[src/rtl/fft_seq_ctrl.sv]
// Phase sequencer for the in-place radix-2 FFT: PREPARE, then CORE/WAIT/ARRANGE once per stage, then FLUSH.
// FFT size and WAIT length are latched per run; start/busy/done handshake with abort and config-error pulse.
module fft_seq_ctrl #(
  parameter int ADDR_WIDTH = 12,
  parameter int MAX_LOG2N  = 12,
  parameter int WAIT_WIDTH = 4,
  parameter int ARR_EXTRA  = 2,
  parameter int END_DELAY  = 10,
  parameter int NUM_WE     = 6,
  parameter logic [NUM_WE-1:0] WE_LOAD = 6'b011011,
  parameter logic [NUM_WE-1:0] WE_CORE = 6'b100100
) (
  input  logic                  clk,
  input  logic                  rst,
  input  logic                  start,
  input  logic                  abort,
  input  logic [3:0]            log2n,
  input  logic [WAIT_WIDTH-1:0] wait_cycles,
  output logic                  busy,
  output logic                  done,
  output logic                  cfg_err,
  output logic                  ena_prepare,
  output logic                  ena_fft_core,
  output logic                  ena_fft_wait,
  output logic                  ena_arrange,
  output logic [3:0]            stage_level,
  output logic [3:0]            stage_number,
  output logic [ADDR_WIDTH-1:0] max_point_fft,
  output logic [ADDR_WIDTH-1:0] max_point_core,
  output logic [NUM_WE-1:0]     wr_ena
);

  // One extra bit so N = 2**ADDR_WIDTH plus the ARRANGE drain still fits.
  localparam int CW0 = ADDR_WIDTH + 1;
  localparam int CW1 = (WAIT_WIDTH > CW0) ? WAIT_WIDTH : CW0;
  localparam int CWD = $clog2(END_DELAY + 1);
  localparam int CW  = (CWD > CW1) ? CWD : CW1;

  typedef enum logic [2:0] {
    S_IDLE, S_PREPARE, S_CORE, S_WAIT, S_ARRANGE, S_FLUSH
  } state_t;

  state_t state, state_next;

  logic [CW-1:0]         cnt;
  logic [CW-1:0]         n_pts;
  logic [WAIT_WIDTH-1:0] wait_q;
  logic                  cfg_ok, accept, reject, stage_adv, last_stage, done_next;
  logic [NUM_WE-1:0]     we_next;

  assign cfg_ok     = (log2n != 4'd0) && (int'(log2n) <= MAX_LOG2N);
  assign last_stage = (stage_level == stage_number - 4'd1);

  always_comb begin
    state_next = state;
    accept     = 1'b0;
    reject     = 1'b0;
    stage_adv  = 1'b0;
    done_next  = 1'b0;
    we_next    = '0;
    case (state)
      S_IDLE: begin
        if (start && !abort) begin
          if (cfg_ok) begin
            accept     = 1'b1;
            state_next = S_PREPARE;
          end else begin
            reject = 1'b1;
          end
        end
      end
      S_PREPARE: begin
        we_next = WE_LOAD;
        if (cnt == n_pts - CW'(1)) state_next = S_CORE;
      end
      S_CORE: begin
        we_next = WE_CORE;
        if (cnt == (n_pts >> 1) - CW'(1)) state_next = S_WAIT;
      end
      S_WAIT: begin
        we_next = WE_CORE;
        if (cnt == CW'(wait_q)) state_next = S_ARRANGE;
      end
      S_ARRANGE: begin
        we_next = WE_LOAD;
        if (cnt == n_pts + CW'(ARR_EXTRA - 1)) begin
          stage_adv  = 1'b1;
          state_next = last_stage ? S_FLUSH : S_CORE;
        end
      end
      S_FLUSH: begin
        if (cnt == CW'(END_DELAY - 1)) begin
          done_next  = 1'b1;
          state_next = S_IDLE;
        end
      end
      default: state_next = S_IDLE;
    endcase
    // Abort overrides every phase transition and suppresses the done pulse.
    if (abort && state != S_IDLE) begin
      state_next = S_IDLE;
      stage_adv  = 1'b0;
      done_next  = 1'b0;
    end
  end

  always_ff @(posedge clk or posedge rst) begin
    if (rst) state <= S_IDLE;
    else     state <= state_next;
  end

  always_ff @(posedge clk or posedge rst) begin
    if (rst) begin
      cnt            <= '0;
      stage_level    <= '0;
      stage_number   <= '0;
      max_point_fft  <= '0;
      max_point_core <= '0;
      wr_ena         <= '0;
      done           <= 1'b0;
      cfg_err        <= 1'b0;
    end else begin
      cnt     <= (state == S_IDLE || state_next != state) ? '0 : cnt + CW'(1);
      wr_ena  <= we_next;
      done    <= done_next;
      cfg_err <= reject;
      if (accept) begin
        stage_level    <= '0;
        stage_number   <= log2n;
        max_point_fft  <= ADDR_WIDTH'((CW'(1) << log2n) - CW'(1));
        max_point_core <= ADDR_WIDTH'((CW'(1) << (log2n - 4'd1)) - CW'(1));
      end else if (abort && state != S_IDLE) begin
        stage_level <= '0;
      end else if (stage_adv) begin
        stage_level <= last_stage ? 4'd0 : stage_level + 4'd1;
      end
    end
  end

  // Run configuration only matters once a start has been accepted.
  always_ff @(posedge clk) begin
    if (accept) begin
      n_pts  <= CW'(1) << log2n;
      wait_q <= wait_cycles;
    end
  end

  assign busy         = (state != S_IDLE);
  assign ena_prepare  = (state == S_PREPARE);
  assign ena_fft_core = (state == S_CORE);
  assign ena_fft_wait = (state == S_WAIT);
  assign ena_arrange  = (state == S_ARRANGE);

endmodule
[config.mk]
export PLATFORM = sky130hd
export DESIGN_NAME = fft_seq_ctrl
export DESIGN_NICKNAME = d
export VERILOG_FILES = /design/src/rtl/fft_seq_ctrl.sv
export SDC_FILE = /design/constraint.sdc
export NUM_CORES = 1
export LEC_CHECK = 0
export CAP_MARGIN = 25
export CORE_ASPECT_RATIO = 2
export CORE_MARGIN = 2
export CORE_UTILIZATION = 52
export CTS_CLUSTER_DIAMETER = 80
export DETAILED_ROUTE_END_ITERATION = 10
export PLACE_DENSITY = 0.82
export SLEW_MARGIN = 0
export SYNTH_ARGS = -nofsm -noshare
export SYNTH_HDL_FRONTEND = slang
export SYNTH_SLANG_ARGS = --single-unit
[constraint.sdc]
create_clock -name clk -period 3 [get_ports clk]
set_input_delay 0.3 -clock clk [delete_from_list [all_inputs] [get_ports clk]]
set_output_delay 0.3 -clock clk [all_outputs]
set_load 0.01 [all_outputs]
## After elaboration in Yosys (flattened, before gate mapping)

Cells that the tools add are included.

- Add/sub/neg operators: 9
- $lt $le $gt $ge: 1
- Equal/unequal tests: 12
- Shifts and indexed selects: 2
- Mux-type cells: 28
- Reduce and logical (&&, ||, !) cells: 11

Operators with widths:

| kind | number |
|---|---|
| equality test 13 bit | 3 |
| 2-to-1 mux 3 bit | 9 |
| adder 13 x 1 -> 13 bit, second input constant | 2 |
| subtractor 12 x 2 -> 12 bit, second input constant | 2 |
| one-hot mux 3 bit (6 select lines) | 1 |
| 2-to-1 mux 4 bit | 4 |
| equality test 13 x 4 -> 1 bit | 1 |
| equality test 13 x 4 -> 1 bit, second input constant | 1 |
| 2-to-1 mux 13 bit | 1 |
| << shifter 1 x 4 -> 13 bit, first input constant | 1 |
| subtractor 12 x 1 -> 13 bit, second input constant | 1 |
| subtractor 13 x 1 -> 13 bit, second input constant | 1 |
| 2-to-1 mux 1 bit | 12 |
| one-hot mux 6 bit (2 select lines) | 1 |
| << shifter 1 x 4 -> 12 bit, first input constant | 1 |
| subtractor 4 x 1 -> 4 bit, second input constant | 2 |
| equality test 3 x 2 -> 1 bit, second input constant | 2 |
| equality test 3 bit, second input constant | 2 |
| nonzero test 3 bit | 2 |
| adder 4 x 1 -> 4 bit, second input constant | 1 |
| equality test 4 bit | 1 |
| <= comparator 4 bit, second input constant | 1 |
| nonzero test 4 bit | 1 |
| OR reduction 2 bit | 2 |
| 6 further kinds | 8 |

- Register bits after elaboration: 73
- Output and inout bits: 45
- Word-level logic and storage cells: 74

## Depth between registers and ports, before layout

Gate-level depths: netlist of run 1.

- Depth in word-level cells: 9
- Gate-level depth with buffers: 13
- Mapped depth without buffers: 10

## Worst setup path before layout of run 1

No wires, ideal clock.

- Kind: register to register
- From: register n_pts[2]
- To: register cnt[10]
- Library setup time: 80 ps
- Arrival time: 3,154 ps
- Data required time: 2,920 ps
- Path slack: -234 ps
- Cell stages (with the launch flop): 13
- Path buffers: 2
- Period minus slack after synthesis: 3,234 ps
- Cell sequence: edfxtp_1 -> buf_2 -> inv_1 -> ha_1 -> or4b_4 -> or3b_4 -> or3_1 -> nand3_1 -> and4b_4 -> a211o_1 -> a221o_1 -> buf_6 -> nor3_2

- Word-level cells in the longest chain between the ends: 8
- Elaborated cells on any way between the ends: 14

RTL lines:

| item | line | text |
|---|---|---|
| start: declaration | 46 | `logic [CW-1:0] n_pts;` |
| start signal: assignment | 143 | `n_pts <= CW'(1) << log2n;` |
| adder 13 x 1 -> 13 bit (tied with other cells) | 86 | `if (cnt == n_pts + CW'(ARR_EXTRA - 1)) begin` |
| equality test 13 bit (on tied branches) | 86, 74, 78 |  |
| 2-to-1 mux 3 bit (on tied branches) | 86, 74, 78 |  |
| one-hot mux 3 bit (6 select lines) * | 61 | `case (state)` |
| 2-to-1 mux 3 bit * | 100 | `if (abort && state != S_IDLE) begin` |
| != test 3 bit * | 123 | `cnt <= (state == S_IDLE \|\| state_next != state) ? '0 : cnt + CW'(1);` |
| logical OR 1 bit * | 123 |  |
| 2-to-1 mux 13 bit * | 123 |  |
| end signal: assignment | 123 |  |
| end: declaration | 45 | `logic [CW-1:0] cnt;` |

Every way passes the cells marked *; elsewhere a longest branch is shown, timed or not.
A chain may end at the register's enable or synchronous reset.

## Worst setup path after layout of run 1

- From: register n_pts[4]
- To: register cnt[5]

Same word-level chain as after synthesis.

==> results.py, run 1 <==
metrics = {
    "synth": {
        "seq_area_frac_synth_pct": 37.2,
        "synth_top_cell_by_area": "dfrtp_1",
        "synth_edf_count": 17,
        "synth_area_leaders": "dfrtp_1, edfxtp_1, xor2_1, xnor2_1, nand2_1",
        "syn_inst": 559,
        "synth_top_area_share_pct": 26.7,
        "ys.warnings.count": 0,
        "async_reset_ff_share_pct": 75.4,
        "syn_area_per_cell_sq_um": 8.71,
        "syn_area_sq_um": 4870,
        "syn_nets": 583,
        "ys_seq_elements": 69,
        "synth_ff_type": "dfrtp_1",
        "yosys.cell_types.count": 68,
    },
    "placement": {
        "place_inst": 725,
        "hpwl_microns": 11100,
        "port_buffers": 56,
        "post_dp_cell_area_sq_um": 5790,
        "gp_congestion": 1.05,
    },
    "timing": {
        "finalHoldViolations": 0,
        "clock_skew_ns": 0.00863,
        "layout_min_cycle_time_ns": 3.35,
        "hold_ws_ns": 0.255,
        "fmax_ghz": 0.298,
        "slew_headroom_pct": 47.3,
        "finalCritPeriodShare_pct": 112,
        "tightest_slew_ns": 0.785,
        "rsz0062_at_grt": "true",
        "slew_viol_final": 0,
        "setup_ws_ns": -0.352,
        "setup_violations": 16,
        "tns_ns": -4.71,
    },
    "critical_path": {
        "critPathArrivalTime_ns": 3.57,
        "reg2regPathDepth": 10,
        "worstPathRequired_ns": 3.22,
        "crit_type": "flip-flop to flip-flop",
        "reg2reg_from": "n_pts[4]",
        "worstPathMaxFanout": 13,
        "start_kind": "flip-flop",
        "r2r-end": "cnt[5]",
        "r2r_slack_ns": -0.35,
        "worst_setup_path_end_kind": "flip-flop",
    },
    "layout": {
        "final_util_pct": 68.0,
        "n_antenna_cell": 0,
        "area_growth_pct": 29.2,
        "nNetsFinal": 662,
        "final_area_sq_um": 6290,
        "final_cell_mix": "nand2_1, clkdlybuf4s50_1, buf_4",
        "drive_above_1_share_pct": 19.0,
        "fin_cells": 747,
    },
    "route": {
        "remaining_drc_errors": 0,
        "vias": 4812,
        "first_pass_iters": 6,
        "ant_nets": 0,
        "drt_iter0_drc": 484,
        "wirelength_microns": 15900,
        "wl_per_cell_microns": 21.3,
        "viasPerCell": 6.44,
    },
    "power_and_ir_drop": {
        "power_density_nw_per_um2": 656,
        "leakagePower_uw": 0.00258,
        "peakVddDrop_mv": 0.549,
    },
    "worst_hold_path": {
        "hp-class": "input pin to async pin",
    },
    "run": {
        "drv_cap": 0,
    },
    "outcome": {
        "violations": "negative setup slack",
        "status": "finished, violations left",
    },
    "grt": {
        "grt_pass1_vias": 4846,
        "antenna_found_initial": 0,
        "top_usage_layer": "met2",
        "grt_util_met1_pct": 30.1,
        "grt_max_degree": 36,
        "use_met2_pct": 56.6,
        "met3_usage_pct": 5.43,
        "grt_overflow": 0,
        "grt_pass1_wl_microns": 24300,
        "grt_use_total_pct": 31.1,
    },
    "cts": {
        "clkTransAtPathRegs_ns": 0.06,
        "clockRootBuffer": "clkbuf_16",
        "cts_buffers": 9,
        "clock_latency_ns": 0.34,
        "cts_buffer_depth": 2,
        "numClockSinks": 69,
        "cts_tree": "done",
        "htree_levels": 3,
    },
    "floorplanning": {
        "rows": 50,
        "pin_count": 57,
        "die_h_microns": 141,
        "floorplan.initialDensity_pct": 52.6,
        "die-area_sq_um": 10200,
        "die_x_microns": 72.4,
        "coreArea_sq_um": 9260,
    },
}
## where the power goes
part	internal (uW)	total, uW	leakage, uW	switching, uW
logic	823	1680	0.00161	860
clock network	656	1050	0.000150	394
registers	1200	1390	0.000818	194
## metal layers
metal | wire (microns) | share of wire [%]
met1 | 5100 | 32
met2 | 8730 | 55
met3 | 835 | 5.2
met4 | 1250 | 7.8
met5 | 0 | 0
## worst max-delay path by stage
stage / from / end / slack (ns) / cells past startpoint
after floorplan: n_pts[2] / cnt[10] / -0.13 / 12
after global placement: n_pts[2] / cnt[3] / -0.06 / 11
after detailed placement: n_pts[2] / cnt[2] / -0.14 / 11
after CTS: n_pts[2] / cnt[7] / -0.14 / 11
after global routing: n_pts[4] / cnt[12] / -0.60 / 9
final: n_pts[4] / cnt[5] / -0.35 / 10
## layout make-up
cell class | count | area (sq um)
clock buffer | 13 | 283
multi-input combinational | 425 | 2930
sequential | 69 | 1810
tap | 104 | 130
timing repair buffer | 117 | 1060
clock inverter | 3 | 15.0
inverter | 16 | 62.6
fill | 669 | 2970
## registers in the layout, indices dropped and copies added (netlist names), 2 cells and up
name and cells:
max_point_core 12, cnt 13, wr_ena 2, stage_number 4, n_pts 13, wait_q 4, stage_level 4, max_point_fft 12
state 3
## logic make-up after synthesis
family | Yosys count | synth area share (%)
AND/OR/NAND/NOR | 230 | 25.6
AO/OA/AOI/OAI | 114 | 15.2
flip-flops | 69 | 37.2
buffers and inverters | 65 | 5.86
XOR/XNOR | 61 | 11.3
adder cells (fa/ha/maj) | 12 | 3.08
multiplexers | 8 | 1.75
## what timing repair did
item,4_1_cts,5_1_grt
pin swaps,0,4
resized for setup,7,30
setup buffers,2,3
endpoints found under the setup margin,14,19
hold endpoints to repair,0,0
hold buffers,0,0
cloned,0,1
## worst max-delay path, cell delays in order (launching register included)
cell and delay, ns:
edfxtp_1 0.42, buf_4 0.21, or4_1 0.58, a2111oi_0 0.59, o21ai_0 0.34, nor3_1 0.26, and4b_4 0.27, a211o_1 0.15
a221o_1 0.18, buf_12 0.18, nor3_2 0.07
## Yosys cell counts, types with 5 or more instances
master / number
nand2_1: 56
xor2_1: 31
nor4_1: 8
buf_1: 5
clkbuf_1: 33
nor2_1: 44
a21oi_1: 19
ha_1: 12
and3_1: 8
nand4_1: 8
nand3_1: 15
o31ai_1: 9
edfxtp_1: 17
dfrtp_1: 52
nand2b_1: 11
nor3_1: 25
o21ai_0: 33
or4_1: 6
inv_1: 16
nor3_2: 11
buf_4: 6
a31oi_1: 11
xnor2_1: 29
nor2b_1: 6
or3_1: 5
## metrics by stage
stage               total power, uW  setup WS [ns]
floorplan                      2230         -0.126
global placement               2940        -0.0614
detailed placement             3000         -0.143
CTS                            4070         -0.139
global route                   4310         -0.603
finish                         4130         -0.352
(Power assumes the default switching activity.)
==> run 2: changes to the inputs <==
--- a/config.mk
+++ b/config.mk
@@ -8,11 +8,11 @@
 export CAP_MARGIN = 25
 export CORE_ASPECT_RATIO = 2
 export CORE_MARGIN = 2
-export CORE_UTILIZATION = 52
+export CORE_UTILIZATION = 61
 export CTS_CLUSTER_DIAMETER = 80
 export DETAILED_ROUTE_END_ITERATION = 10
-export PLACE_DENSITY = 0.82
-export SLEW_MARGIN = 0
+export PLACE_DENSITY = 0.9
+export SLEW_MARGIN = 20
 export SYNTH_ARGS = -nofsm -noshare
 export SYNTH_HDL_FRONTEND = slang
 export SYNTH_SLANG_ARGS = --single-unit
==> constraint.sdc (replaced) <==
create_clock -name clk -period 4.3 [get_ports clk]
set_input_delay 0.43 -clock clk [delete_from_list [all_inputs] [get_ports clk]]
set_output_delay 0.43 -clock clk [all_outputs]
set_load 0.01 [all_outputs]
==> results.py, run 2 (same netlist as run 1, synthesis figures left out) <==
metrics = {
    "outcome": {
        "status": "completed",
    },
    "cts": {
        "post_cts_buffers": 0,
        "htree_levels": 3,
        "clock_latency_ns": 0.34,
        "numClockSinks": 69,
        "post_cts_resized": 0,
        "cts_buffers": 9,
        "cts_hold_buf": 0,
        "cts_tree": "done",
        "clockRootBuffer": "clkbuf_16",
        "clkTransAtPathRegs_ns": 0.06,
        "cts_buffer_depth": 2,
    },
    "power_and_ir_drop": {
        "total_power_uw": 2780,
        "power_density_nw_per_um2": 486,
        "peakVddDrop_mv": 0.391,
        "leakagePower_uw": 0.00229,
    },
    "route": {
        "wirelength_microns": 11900,
        "top_layer_used": "met4",
        "viasPerCell": 6.29,
        "wl_met2_microns": 5880,
        "wl_per_cell_microns": 17.3,
        "wl_met3_microns": 754,
        "ant_nets": 0,
        "remaining_drc_errors": 0,
        "wl_met1_microns": 4900,
        "drt_iter0_drc": 330,
        "first_pass_iters": 5,
        "vias": 4327,
    },
    "critical_path": {
        "worst_setup_path_end_kind": "flip-flop",
        "worstPathRequired_ns": 4.54,
        "start_kind": "flip-flop",
        "worstPathMaxFanout": 13,
        "reg2regPathDepth": 10,
        "critPathArrivalTime_ns": 3.96,
        "crit_type": "flip-flop to flip-flop",
        "r2r_slack_ns": 0.59,
        "r2r-end": "cnt[2]",
        "reg2reg_from": "n_pts[2]",
    },
    "placement": {
        "gp_congestion": 1.02,
        "place_inst": 672,
        "hpwl_microns": 8410,
        "port_buffers": 56,
    },
    "grt": {
        "grt_max_degree": 53,
        "grt_pass1_vias": 4013,
        "antenna_found_initial": 0,
        "grt_use_total_pct": 28.7,
        "grt_pass1_wl_microns": 19200,
        "grt_overflow": 0,
    },
    "run": {
        "drv_cap": 0,
    },
    "timing": {
        "tns_ns": 0,
        "layout_min_cycle_time_ns": 3.71,
        "clock_skew_ns": 0.00457,
        "tightest_slew_ns": 0.702,
        "finalHoldViolations": 0,
        "slew_headroom_pct": 53.2,
        "finalCritPeriodShare_pct": 86.3,
        "slew_viol_final": 0,
        "setup_violations": 0,
        "fmax_ghz": 0.269,
        "rsz0062_at_grt": "false",
    },
    "worst_hold_path": {
        "hold_start": "max_point_fft[3]",
        "whs_path_depth": 2,
        "hold_end": "max_point_fft[3]",
        "hp-class": "flip-flop to flip-flop",
    },
    "layout": {
        "area_growth_pct": 17.5,
        "drive_above_1_share_pct": 8.28,
        "n_antenna_cell": 0,
        "nFillCells": 589,
        "final_cell_mix": "nand2_1, clkdlybuf4s50_1, dfrtp_1",
        "final_util_pct": 73.1,
        "reg.largest.list": "cnt x13, n_pts x13",
        "nNetsFinal": 611,
        "fin_cells": 688,
    },
    "floorplanning": {
        "coreArea_sq_um": 7830,
        "pin_count": 57,
        "rows": 46,
        "die_h_microns": 130,
        "die_x_microns": 67.2,
        "die-area_sq_um": 8760,
        "floorplan.initialDensity_pct": 62.2,
    },
}
run 2: changes by cell type in the layout (fill, tap and decap cells not counted), sizes merged:
cell and change:
clkinv -1, clkinvlp +1, inv +2, buf -51
bufinv +2, clkbuf -4
run 2: stage by stage:
step                      hold WS, ns  setup WS, ns  cell area, sq um
after floorplan                 0.507          1.07              4870
after global placement          0.460         0.790              5400
after detailed placement        0.466         0.624              5400
after CTS                       0.482         0.597              5720
after global routing            0.502         0.418              5720
final                           0.484         0.587              5720
run 2: worst max-delay path by stage:
stage | cells after the start | end | from | slack [ns]
3_3_place_gp | 10 | cnt[3] | n_pts[2] | 0.79
2_1_floorplan | 12 | cnt[10] | n_pts[2] | 1.07
5_1_grt | 10 | cnt[2] | n_pts[2] | 0.42
6_report | 10 | cnt[2] | n_pts[2] | 0.59
3_5_place_dp | 10 | cnt[2] | n_pts[2] | 0.62
4_1_cts | 10 | cnt[2] | n_pts[2] | 0.60
run 2: cell type report:
| type | count | area [sq um] | share of cell area [%] |
|---|---|---|---|
| Sequential cell | 69 | 1810 | 31.7 |
| Timing Repair Buffer | 66 | 636 | 11.1 |
| Inverter | 16 | 60.1 | 1.05 |
| Clock inverter | 7 | 97.6 | 1.71 |
| Clock buffer | 9 | 225 | 3.94 |
| Multi-Input combinational cell | 425 | 2770 | 48.4 |
| Tap cell | 96 | 120 | 2.10 |
run 2: critical path, cell delays in order, from the launching register on:
cell,delay (ns)
edfxtp_1,0.55
inv_1,0.14
ha_1,0.30
or4b_4,0.50
or3b_4,0.41
or3_1,0.35
nand3_1,0.09
and4b_4,0.21
a211o_1,0.25
a221o_1,0.52
nor3_1,0.29
run 2: where the power goes:
| part | internal, uW | leakage (uW) | switching [uW] |
|---|---|---|---|
| clock | 510 | 0.000154 | 291 |
| sequential | 836 | 0.000818 | 156 |
| combinational | 495 | 0.00132 | 491 |
run 2: routing by layer:
| metal | up-vias | GRT usage [%] |
|---|---|---|
| met5 | - | 0 |
| met4 | 0 | 13.2 |
| met3 | 31 | 5.43 |
| met2 | 206 | 45.3 |
| met1 | 2042 | 37.9 |
| li1 | 2048 | - |
